===== config.mk =====
export PLATFORM = sky130hd
export DESIGN_NAME = dmem_access_ctrl
export DESIGN_NICKNAME = d
export VERILOG_FILES = /design/src/rtl/dmem_ctrl_pkg.sv /design/src/rtl/dmem_load_align.sv /design/src/rtl/dmem_access_ctrl.sv
export SDC_FILE = /design/constraint.sdc
export NUM_CORES = 1
export LEC_CHECK = 0
export CAP_MARGIN = 20
export CORE_MARGIN = 5
export CORE_UTILIZATION = 43
export DETAILED_ROUTE_END_ITERATION = 10
export PLACE_DENSITY = 0.7
export SLEW_MARGIN = 20
export SYNTH_ARGS = -nofsm -noshare
export SYNTH_HDL_FRONTEND = slang
export SYNTH_SLANG_ARGS = --single-unit

===== constraint.sdc =====
create_clock -name clk -period 12.1 [get_ports clk]
set_clock_uncertainty 0.05 [all_clocks]
set_input_delay 3.63 -clock clk [delete_from_list [all_inputs] [get_ports clk]]
set_output_delay 3.63 -clock clk [all_outputs]
set_load 0.01 [all_outputs]

===== src/rtl/dmem_ctrl_pkg.sv =====
// dmem_ctrl_pkg: shared types and helpers for the data-memory access sequencer.
// Supplies the common memory-mode defines when no other file has provided them,
// the sequencer state enum, byte-enable generation and write-lane shift helpers.
`ifndef MEMORY_MODE_WIDTH
`define MEMORY_MODE_WIDTH 2
`endif
`ifndef BYTE_MEMORY_MODE
`define BYTE_MEMORY_MODE 2'b00
`endif
`ifndef HALFWORD_MEMORY_MODE
`define HALFWORD_MEMORY_MODE 2'b01
`endif
`ifndef WORD_MEMORY_MODE
`define WORD_MEMORY_MODE 2'b10
`endif

package dmem_ctrl_pkg;

   localparam int DMEM_WORD_W = 32;
   localparam int DMEM_MODE_W = `MEMORY_MODE_WIDTH;

   typedef enum logic [2:0] {
      IDLE  = 3'd0,
      REQ0  = 3'd1,
      WAIT0 = 3'd2,
      REQ1  = 3'd3,
      WAIT1 = 3'd4,
      DONE  = 3'd5
   } dmem_state_e;

   // Seven-bit enable vector: [3:0] lanes of the first word, [6:4] spill into the next word.
   function automatic logic [6:0] byte_en_gen(input logic [DMEM_MODE_W-1:0] mode,
                                              input logic [1:0]             offset);
      logic [6:0] base_v;
      case (mode)
         `BYTE_MEMORY_MODE:     base_v = 7'b000_0001;
         `HALFWORD_MEMORY_MODE: base_v = 7'b000_0011;
         `WORD_MEMORY_MODE:     base_v = 7'b000_1111;
         default:               base_v = 7'b000_1111;
      endcase
      return base_v << offset;
   endfunction

   // Store data placed into the lanes of the first (lower) word.
   function automatic logic [DMEM_WORD_W-1:0] lane_shift_first(input logic [DMEM_WORD_W-1:0] wdata,
                                                               input logic [1:0]             offset);
      return wdata << {offset, 3'b000};
   endfunction

   // Store bytes that spill over into the second (upper) word.
   function automatic logic [DMEM_WORD_W-1:0] lane_shift_second(input logic [DMEM_WORD_W-1:0] wdata,
                                                                input logic [1:0]             offset);
      logic [5:0] amt_v;
      amt_v = 6'd32 - {1'b0, offset, 3'b000};
      return wdata >> amt_v;
   endfunction

endpackage


===== src/rtl/dmem_load_align.sv =====
// dmem_load_align: combinational load formatter. Picks the addressed bytes out of
// the two captured bus words and sign- or zero-extends them to a full register.
module dmem_load_align
   import dmem_ctrl_pkg::*;
(
   input  logic [2*DMEM_WORD_W-1:0] words,
   input  logic [1:0]               offset,
   input  logic [DMEM_MODE_W-1:0]   mode,
   input  logic                     mem_unsigned,
   output logic [DMEM_WORD_W-1:0]   rdata
);

   logic [2*DMEM_WORD_W-1:0] shifted_s;

   // Shift the addressed byte to lane 0, then truncate and extend by access size.
   always_comb begin
      shifted_s = words >> {offset, 3'b000};
      case (mode)
         `BYTE_MEMORY_MODE: begin
            if (mem_unsigned) begin
               rdata = {24'h00_0000, shifted_s[7:0]};
            end else begin
               rdata = {{24{shifted_s[7]}}, shifted_s[7:0]};
            end
         end
         `HALFWORD_MEMORY_MODE: begin
            if (mem_unsigned) begin
               rdata = {16'h0000, shifted_s[15:0]};
            end else begin
               rdata = {{16{shifted_s[15]}}, shifted_s[15:0]};
            end
         end
         default: rdata = shifted_s[31:0];
      endcase
   end

endmodule


===== src/rtl/dmem_access_ctrl.sv =====
// dmem_access_ctrl: MEM-stage sequencer for the req/gnt/rvalid data bus.
// Turns one load/store into one or two word-aligned transactions, stalls the
// pipeline until the response arrives and hands the aligned load value to WB.
// Build option MISALIGNED_SPLIT_EN: when defined, word-crossing accesses are
// split into two transactions; otherwise they are rejected with misaligned_err.
module dmem_access_ctrl
   import dmem_ctrl_pkg::*;
#(
   parameter int ADDR_WIDTH = 32,
   parameter int DATA_WIDTH = 32
)(
   input  logic                         clk,
   input  logic                         rst,
   input  logic                         mem_read,
   input  logic                         mem_write,
   input  logic [`MEMORY_MODE_WIDTH-1:0] mem_mode,
   input  logic                         mem_unsigned,
   input  logic [ADDR_WIDTH-1:0]        mem_addr,
   input  logic [DATA_WIDTH-1:0]        mem_wdata,
   output logic [DATA_WIDTH-1:0]        mem_rdata,
   output logic                         stall,
   output logic                         misaligned_err,
   output logic                         bus_req,
   output logic                         bus_we,
   output logic [ADDR_WIDTH-1:0]        bus_addr,
   output logic [3:0]                   bus_be,
   output logic [DATA_WIDTH-1:0]        bus_wdata,
   input  logic                         bus_gnt,
   input  logic                         bus_rvalid,
   input  logic [DATA_WIDTH-1:0]        bus_rdata
);

   dmem_state_e state_r, state_next_s;

   logic                         stall_prev_r;
   logic [ADDR_WIDTH-1:0]        addr_r;
   logic [DATA_WIDTH-1:0]        wdata_r;
   logic [`MEMORY_MODE_WIDTH-1:0] mode_r;
   logic                         unsigned_r;
   logic                         we_r;
   logic [DATA_WIDTH-1:0]        word0_r;
`ifdef MISALIGNED_SPLIT_EN
   logic [DATA_WIDTH-1:0]        word1_r;
`endif

   logic                         access_s, sample_s, accept_s, reject_s, cross_s;
   logic [ADDR_WIDTH-1:0]        src_addr_s, word_addr_s;
   logic [DATA_WIDTH-1:0]        src_wdata_s;
   logic [`MEMORY_MODE_WIDTH-1:0] src_mode_s;
   logic                         src_unsigned_s, src_we_s;
   logic [6:0]                   src_en_s;
   logic [DATA_WIDTH-1:0]        w0_s, w1_s, align_s;

   logic                         bus_req_next_s, bus_we_next_s;
   logic [ADDR_WIDTH-1:0]        bus_addr_next_s;
   logic [3:0]                   bus_be_next_s;
   logic [DATA_WIDTH-1:0]        bus_wdata_next_s, mem_rdata_next_s;

   // Access decode: in IDLE work from the live MEM-stage inputs, otherwise from the latched copy.
   always_comb begin
      access_s = mem_read | mem_write;
      sample_s = (state_r == IDLE) && !stall_prev_r && !rst;
      if (state_r == IDLE) begin
         src_addr_s     = mem_addr;
         src_wdata_s    = mem_wdata;
         src_mode_s     = mem_mode;
         src_unsigned_s = mem_unsigned;
         src_we_s       = mem_write;
      end else begin
         src_addr_s     = addr_r;
         src_wdata_s    = wdata_r;
         src_mode_s     = mode_r;
         src_unsigned_s = unsigned_r;
         src_we_s       = we_r;
      end
      src_en_s    = byte_en_gen(src_mode_s, src_addr_s[1:0]);
      cross_s     = |src_en_s[6:4];
      word_addr_s = {src_addr_s[ADDR_WIDTH-1:2], 2'b00};
`ifdef MISALIGNED_SPLIT_EN
      reject_s = 1'b0;
`else
      reject_s = sample_s & access_s & cross_s;
`endif
      accept_s       = sample_s & access_s & ~reject_s;
      stall          = accept_s | (state_r inside {REQ0, WAIT0, REQ1, WAIT1});
      misaligned_err = reject_s;
   end

   // Next-state logic for the transaction sequencer.
   always_comb begin
      state_next_s = state_r;
      case (state_r)
         IDLE: begin
            if (accept_s) state_next_s = REQ0;
            else          state_next_s = IDLE;
         end
         REQ0: begin
            if (bus_gnt) state_next_s = WAIT0;
            else         state_next_s = REQ0;
         end
         WAIT0: begin
            if (bus_rvalid) begin
`ifdef MISALIGNED_SPLIT_EN
               if (cross_s) state_next_s = REQ1;
               else         state_next_s = DONE;
`else
               state_next_s = DONE;
`endif
            end else begin
               state_next_s = WAIT0;
            end
         end
`ifdef MISALIGNED_SPLIT_EN
         REQ1: begin
            if (bus_gnt) state_next_s = WAIT1;
            else         state_next_s = REQ1;
         end
         WAIT1: begin
            if (bus_rvalid) state_next_s = DONE;
            else            state_next_s = WAIT1;
         end
`endif
         DONE:    state_next_s = IDLE;
         default: state_next_s = IDLE;
      endcase
   end

   // Response words: the word arriving this cycle bypasses its register so DONE can be registered.
   always_comb begin
      if (state_r == WAIT0) w0_s = bus_rdata;
      else                  w0_s = word0_r;
`ifdef MISALIGNED_SPLIT_EN
      if (state_r == WAIT1) w1_s = bus_rdata;
      else                  w1_s = word1_r;
`else
      w1_s = {DATA_WIDTH{1'b0}};
`endif
   end

   dmem_load_align u_load_align (
      .words        ({w1_s, w0_s}),
      .offset       (src_addr_s[1:0]),
      .mode         (src_mode_s),
      .mem_unsigned (src_unsigned_s),
      .rdata        (align_s)
   );

   // Bus and result values for the state being entered; registered below so outputs are glitch-free.
   always_comb begin
      bus_req_next_s   = 1'b0;
      bus_we_next_s    = 1'b0;
      bus_addr_next_s  = {ADDR_WIDTH{1'b0}};
      bus_be_next_s    = 4'b0000;
      bus_wdata_next_s = {DATA_WIDTH{1'b0}};
      mem_rdata_next_s = {DATA_WIDTH{1'b0}};
      case (state_next_s)
         REQ0: begin
            bus_req_next_s   = 1'b1;
            bus_we_next_s    = src_we_s;
            bus_addr_next_s  = word_addr_s;
            bus_be_next_s    = src_en_s[3:0];
            bus_wdata_next_s = lane_shift_first(src_wdata_s, src_addr_s[1:0]);
         end
`ifdef MISALIGNED_SPLIT_EN
         REQ1: begin
            bus_req_next_s   = 1'b1;
            bus_we_next_s    = src_we_s;
            bus_addr_next_s  = word_addr_s + ADDR_WIDTH'(4);
            bus_be_next_s    = {1'b0, src_en_s[6:4]};
            bus_wdata_next_s = lane_shift_second(src_wdata_s, src_addr_s[1:0]);
         end
`endif
         DONE: begin
            if (src_we_s) mem_rdata_next_s = {DATA_WIDTH{1'b0}};
            else          mem_rdata_next_s = align_s;
         end
         default: begin
            bus_req_next_s = 1'b0;
         end
      endcase
   end

   // State register, previous-cycle stall and registered outputs.
   always_ff @(posedge clk or posedge rst) begin
      if (rst) begin
         state_r        <= IDLE;
         stall_prev_r   <= 1'b0;
         bus_req        <= 1'b0;
         bus_we         <= 1'b0;
         bus_addr       <= {ADDR_WIDTH{1'b0}};
         bus_be         <= 4'b0000;
         bus_wdata      <= {DATA_WIDTH{1'b0}};
         mem_rdata      <= {DATA_WIDTH{1'b0}};
      end else begin
         state_r        <= state_next_s;
         stall_prev_r   <= stall;
         bus_req        <= bus_req_next_s;
         bus_we         <= bus_we_next_s;
         bus_addr       <= bus_addr_next_s;
         bus_be         <= bus_be_next_s;
         bus_wdata      <= bus_wdata_next_s;
         mem_rdata      <= mem_rdata_next_s;
      end
   end

   // Latch the MEM-stage request and capture response words.
   always_ff @(posedge clk or posedge rst) begin
      if (rst) begin
         addr_r     <= {ADDR_WIDTH{1'b0}};
         wdata_r    <= {DATA_WIDTH{1'b0}};
         mode_r     <= {`MEMORY_MODE_WIDTH{1'b0}};
         unsigned_r <= 1'b0;
         we_r       <= 1'b0;
         word0_r    <= {DATA_WIDTH{1'b0}};
`ifdef MISALIGNED_SPLIT_EN
         word1_r    <= {DATA_WIDTH{1'b0}};
`endif
      end else begin
         if (accept_s) begin
            addr_r     <= mem_addr;
            wdata_r    <= mem_wdata;
            mode_r     <= mem_mode;
            unsigned_r <= mem_unsigned;
            we_r       <= mem_write;
         end
         if (state_r == WAIT0 && bus_rvalid) begin
            word0_r <= bus_rdata;
         end
`ifdef MISALIGNED_SPLIT_EN
         if (state_r == WAIT1 && bus_rvalid) begin
            word1_r <= bus_rdata;
         end
`endif
      end
   end

endmodule


Word-level counts from Yosys, hierarchy flattened --
Cells that the tools add are included.
Operators by class: equality and inequality tests 7, shifts and indexed selects 3, multiplexer cells 21, bitwise gates (word level) 6, reductions and logical operators 9
Operators with widths (number):
- $mux W32 | 9
- $pmux W32 S2 | 1
- $shl A32 B5 Y32 | 1
- $shr A32 B5 Y32 | 1
- $pmux W3 S3 | 1
- $pmux W4 S2 | 1
- $shl A7 B2 Y7 | 1
- $eq A3 B1 Y1 const B | 2
- $eq A3 B2 Y1 const B | 2
- $eq A3 B3 Y1 const B | 2
- $mux W1 | 5
- $mux W2 | 2
- $mux W4 | 1
- $reduce_bool A4 Y1 | 1
- $and A1 B1 Y1 | 3
- $logic_and A1 B1 Y1 | 3
- $logic_not A3 Y1 | 1
- $mux W3 | 1
- $reduce_or A3 Y1 | 1
- $eq A2 B1 Y1 const B | 1
- $logic_not A1 Y1 | 2
- $logic_not A2 Y1 | 1
- $or A1 B1 Y1 | 2
- $not A1 Y1 | 1
Word-level totals: register bits 206, output and inout port bits 104

Depth between registers and ports, before layout --
depth in word-level cells 13, gate-level depth with buffers 9, mapped depth without buffers 5

Modules after synthesis --
From an unflattened synthesis, not the netlist that was laid out.
Second synthesis, totals: cells, all modules 831, area, all modules 9973.3 sq um
Modules (own cells, without submodules):
- dmem_access_ctrl | instances 1, cells an instance 730, area each 8863.5 sq um
- dmem_load_align | instances 1, cells an instance 101, area each 1109.8 sq um

Worst setup path after synthesis --
Ideal clock, no wire load.
kind input port to output port, start input port mem_addr[0], end output port stall, arrival 5382 ps, required time 8420 ps, setup slack 3038 ps, stages on the path 6, buffers on the path 2, cell sequence clkbuf_1 or4b_2 a22oi_1 a221oi_4 buf_6 a21o_1
On the way: longest elaborated chain between the ends 7
Ends and longest elaborated chain:
- start: declaration | line dmem_access_ctrl.sv:18 | input logic [ADDR_WIDTH-1:0] mem_addr,
- $mux W32 | line dmem_access_ctrl.sv:63 | if (state_r == IDLE) begin
- $shl A7 B2 Y7 | line dmem_ctrl_pkg.sv:41 | return base_v << offset;
- $reduce_or A3 Y1 | line dmem_access_ctrl.sv:77 | cross_s = |src_en_s[6:4];
- $and A1 B1 Y1 | line dmem_access_ctrl.sv:82 | reject_s = sample_s & access_s & cross_s;
- $not A1 Y1 | line dmem_access_ctrl.sv:84 | accept_s = sample_s & access_s & ~reject_s;
- $and A1 B1 Y1 | line dmem_access_ctrl.sv:84
- $or A1 B1 Y1 | line dmem_access_ctrl.sv:85 | stall = accept_s | (state_r inside {REQ0, WAIT0, REQ1, WAIT1});
- end: declaration | line dmem_access_ctrl.sv:21 | output logic stall,
Every way passes these cells.

Final worst setup path --
start input port mem_addr[1], end output port misaligned_err
On the way: longest elaborated chain between the ends 4
Ends and longest elaborated chain:
- $mux W32 | line dmem_access_ctrl.sv:63
- $shl A7 B2 Y7 | line dmem_ctrl_pkg.sv:41
- $reduce_or A3 Y1 | line dmem_access_ctrl.sv:77
- $and A1 B1 Y1 | line dmem_access_ctrl.sv:82
- end: declaration | line dmem_access_ctrl.sv:22 | output logic misaligned_err,
Every way passes these cells.

==> results.yml <==
status:
  status: "finished clean"
critical_path:
  startpoint_type: "input port"
  required_ns: 8.42
  r2r_start: "state_r[1]$_DFF_PP0_"
  cp_slowest_cell: "or4b_2"
  crit_type: "in2out"
  cpMostUsedCell: "clkdlybuf4s50_1"
  r2r_slack_ns: 8.14
  cp-end-kind: "output port"
  path_cells: "clkdlybuf4s50_1, buf_4, or4b_2, nand2_1, a22oi_1, nor2_1, clkdlybuf4s50_1"
  r2r_cells: 7
  cp_max_fo: 22
  r2r_end: "bus_addr[7]$_DFF_PP0_"
  arrival_ns: 6.61
  critPathMaxStageDelay_ns: 0.66
  critPathTopFamily: "simple AND/OR/NAND/NOR gates"
  path_buf_inv: 3
cells_and_area:
  nFillCells: 1861
  finalNonFillerCells: 1349
  drive_gt1_frac: 0.155
  fin_area_mm2: 0.0125
  final_cell_mix: "206 x clkdlybuf4s50_1, 204 x dfrtp_1, 152 x nand2_1, 102 x mux2_2, 95 x a21oi_1"
  area_growth_pct: 31.4
  final_core_utilization: 0.572
  fin_nets: 1158
  final_common_cell: "clkdlybuf4s50_1"
  insertedDiodeCount: 0
global_routing:
  overflow: 0
  first_global_vias: 7366
  grt_pass1_wl_mm: 39.3
  antenna_found_initial: 0
  grtUsageTotal: 0.196
  grt_max_degree: 133
floorplanning:
  placeableCoreArea_mm2: 0.0218
  die-width_um: 159
  initial_core_util: 0.435
  ioPinCount: 209
  dieArea_mm2: 0.0252
  dieHeight_um: 159
  num_rows: 54
min_path:
  holdPathEnd: "wdata_r[31]$_DFFE_PP0P_"
  hp-start: "wdata_r[31]$_DFFE_PP0P_"
  min_path_cells: 1
  holdCritPathClass: "reg2reg"
sta:
  worst_pin_slew_ns: 1.05
  slew_viol_final: 0
  rsz0062_at_grt: "no"
  max_slew_margin: 0.297
  setup_tns_ns: 0
  final-setup-viol-count: 0
  fin_crit_sh: 0.851
  timing.hold.ws_ns: 0.449
  hold_violations: 0
  max_freq_ghz: 0.0972
  period_needed_ns: 10.29
clock_tree:
  clockBufferDepth: 3
  root_buffer: "clkbuf_16"
  htreeDepth: 1
  clk_latency_ns: 0.50
  cts_made_buffers: 22
  hold_buffers: 0
  path_clk_slew_ns: 0.06
  cts_resized: 0
  clock-sinks: 204
  cts_tree: "built"
  postCtsSetupBuffers: 0
routing:
  antenna_left: 0
  route.detailed.wl_per_inst_um: 19.0
  dr.pass1.iters: 5
  drc: 0
  drt_iter0_markers: 547
  routed_wl_mm: 25.6
  routed_via_density: 5.43
  route.vias.total: 7331
logic_synthesis:
  synth_edf_count: 0
  synthArstFlopShare: 1.00
  syn_area_mm2: 0.00950
  ys_ff_latch: 204
  yosysSeqAreaShare: 0.537
  syn_inst: 877
  ys_types: 43
  synth-main-ff-cell: "dfrtp_1"
  ys_warn_count: 0
  avgSynthCellArea_um2: 10.8
place:
  dpl_cell_area_mm2: 0.0117
  hpwl_mm: 16.8
  gp_congestion: 0.872
  port_buffers: 206
  dp_cells: 1308
power_and_ir_drop:
  power.density_mw_per_mm2: 257
  p_leak_nw: 5.46
  peakVddDrop_uv: 121
flow_run:
  max_cap_viol_count: 0
layer usage:
| metal | up-vias | part of all wire | GRT usage |
|---|---|---|---|
| li1 | 3431 | - | - |
| met1 | 3606 | 0.42 | 0.265 |
| met2 | 256 | 0.48 | 0.325 |
| met3 | 38 | 0.074 | 0.0375 |
| met4 | 0 | 0.020 | 0.0504 |
| met5 | - | 0 | 0 |
power breakdown:
group | switching (mW) | internal, mW
logic | 0.781 | 0.635
clock network | 0.272 | 0.438
registers | 0.146 | 0.932
cells in the mapped netlist (10+ instances only):
| cell | count | area [um^2] |
|---|---|---|
| nand2_1 | 152 | 571 |
| nor2_1 | 30 | 113 |
| nand3_1 | 15 | 75.1 |
| nor2b_1 | 31 | 194 |
| mux2i_1 | 62 | 621 |
| clkbuf_1 | 37 | 139 |
| mux2_2 | 102 | 1150 |
| a21oi_1 | 95 | 475 |
| nor3_1 | 13 | 65.1 |
| dfrtp_1 | 204 | 5100 |
| buf_2 | 16 | 80.1 |
| a31oi_1 | 10 | 62.6 |
| a211oi_1 | 40 | 300 |
how the worst max path moves through the flow:
stage / cells past startpoint / endpoint / slack (ns) / from
floorplan: 1 / addr_r[0]$_DFFE_PP0P_ / 2.85 / rst
global placement: 7 / misaligned_err / 1.83 / mem_addr[1]
detailed placement: 7 / misaligned_err / 1.83 / mem_addr[1]
CTS: 7 / misaligned_err / 1.81 / mem_addr[1]
global route: 7 / misaligned_err / 1.67 / mem_addr[1]
finish: 7 / misaligned_err / 1.81 / mem_addr[1]
worst reg2reg max path, stage by stage (launching register included):
cell and delay, ns:
dfrtp_1 0.57, or4b_2 0.79, nand2_1 0.61, a221oi_4 0.17
buf_4 0.44, nor2_4 0.62, buf_4 0.47, a21oi_1 0.10
sequential cells by signal (all words and copies together), names as in the netlist, 2 cells and up:
register / cells
mem_rdata: 32
mode_r: 2
addr_r: 32
bus_be: 4
wdata_r: 32
word0_r: 32
state_r: 3
bus_addr: 30
bus_wdata: 32
per-stage QoR:
stage / total power [mW] / setup WS [ns]
floorplan: 2.04 / 2.85
global placement: 2.47 / 1.83
detailed placement: 2.50 / 1.83
CTS: 3.22 / 1.81
global route: 3.41 / 1.67
finish: 3.20 / 1.81
area by class of cell:
class | count | area [um^2] | area share
inverter | 4 | 22.5 | 0.00180
sequential | 204 | 5100 | 0.409
clock inverter | 7 | 118 | 0.00942
clock buffer | 33 | 653 | 0.0523
multi-input combinational | 600 | 4060 | 0.325
timing repair buffer | 221 | 2180 | 0.175
tap | 280 | 350 | 0.0281
cells by family (layout without fill, tap and decap cells):
kind of cell           Yosys count  after routing  share of synthesized area
and+or+nand+nor                256            256                      0.120
other                            1              2                   0.000395
DFF                            204            204                      0.537
AOI/OAI and AO/OA              178            178                      0.119
muxes                          164            164                      0.186
buffers and inverters           74            265                     0.0377
Power figures use the tool's default switching activity.
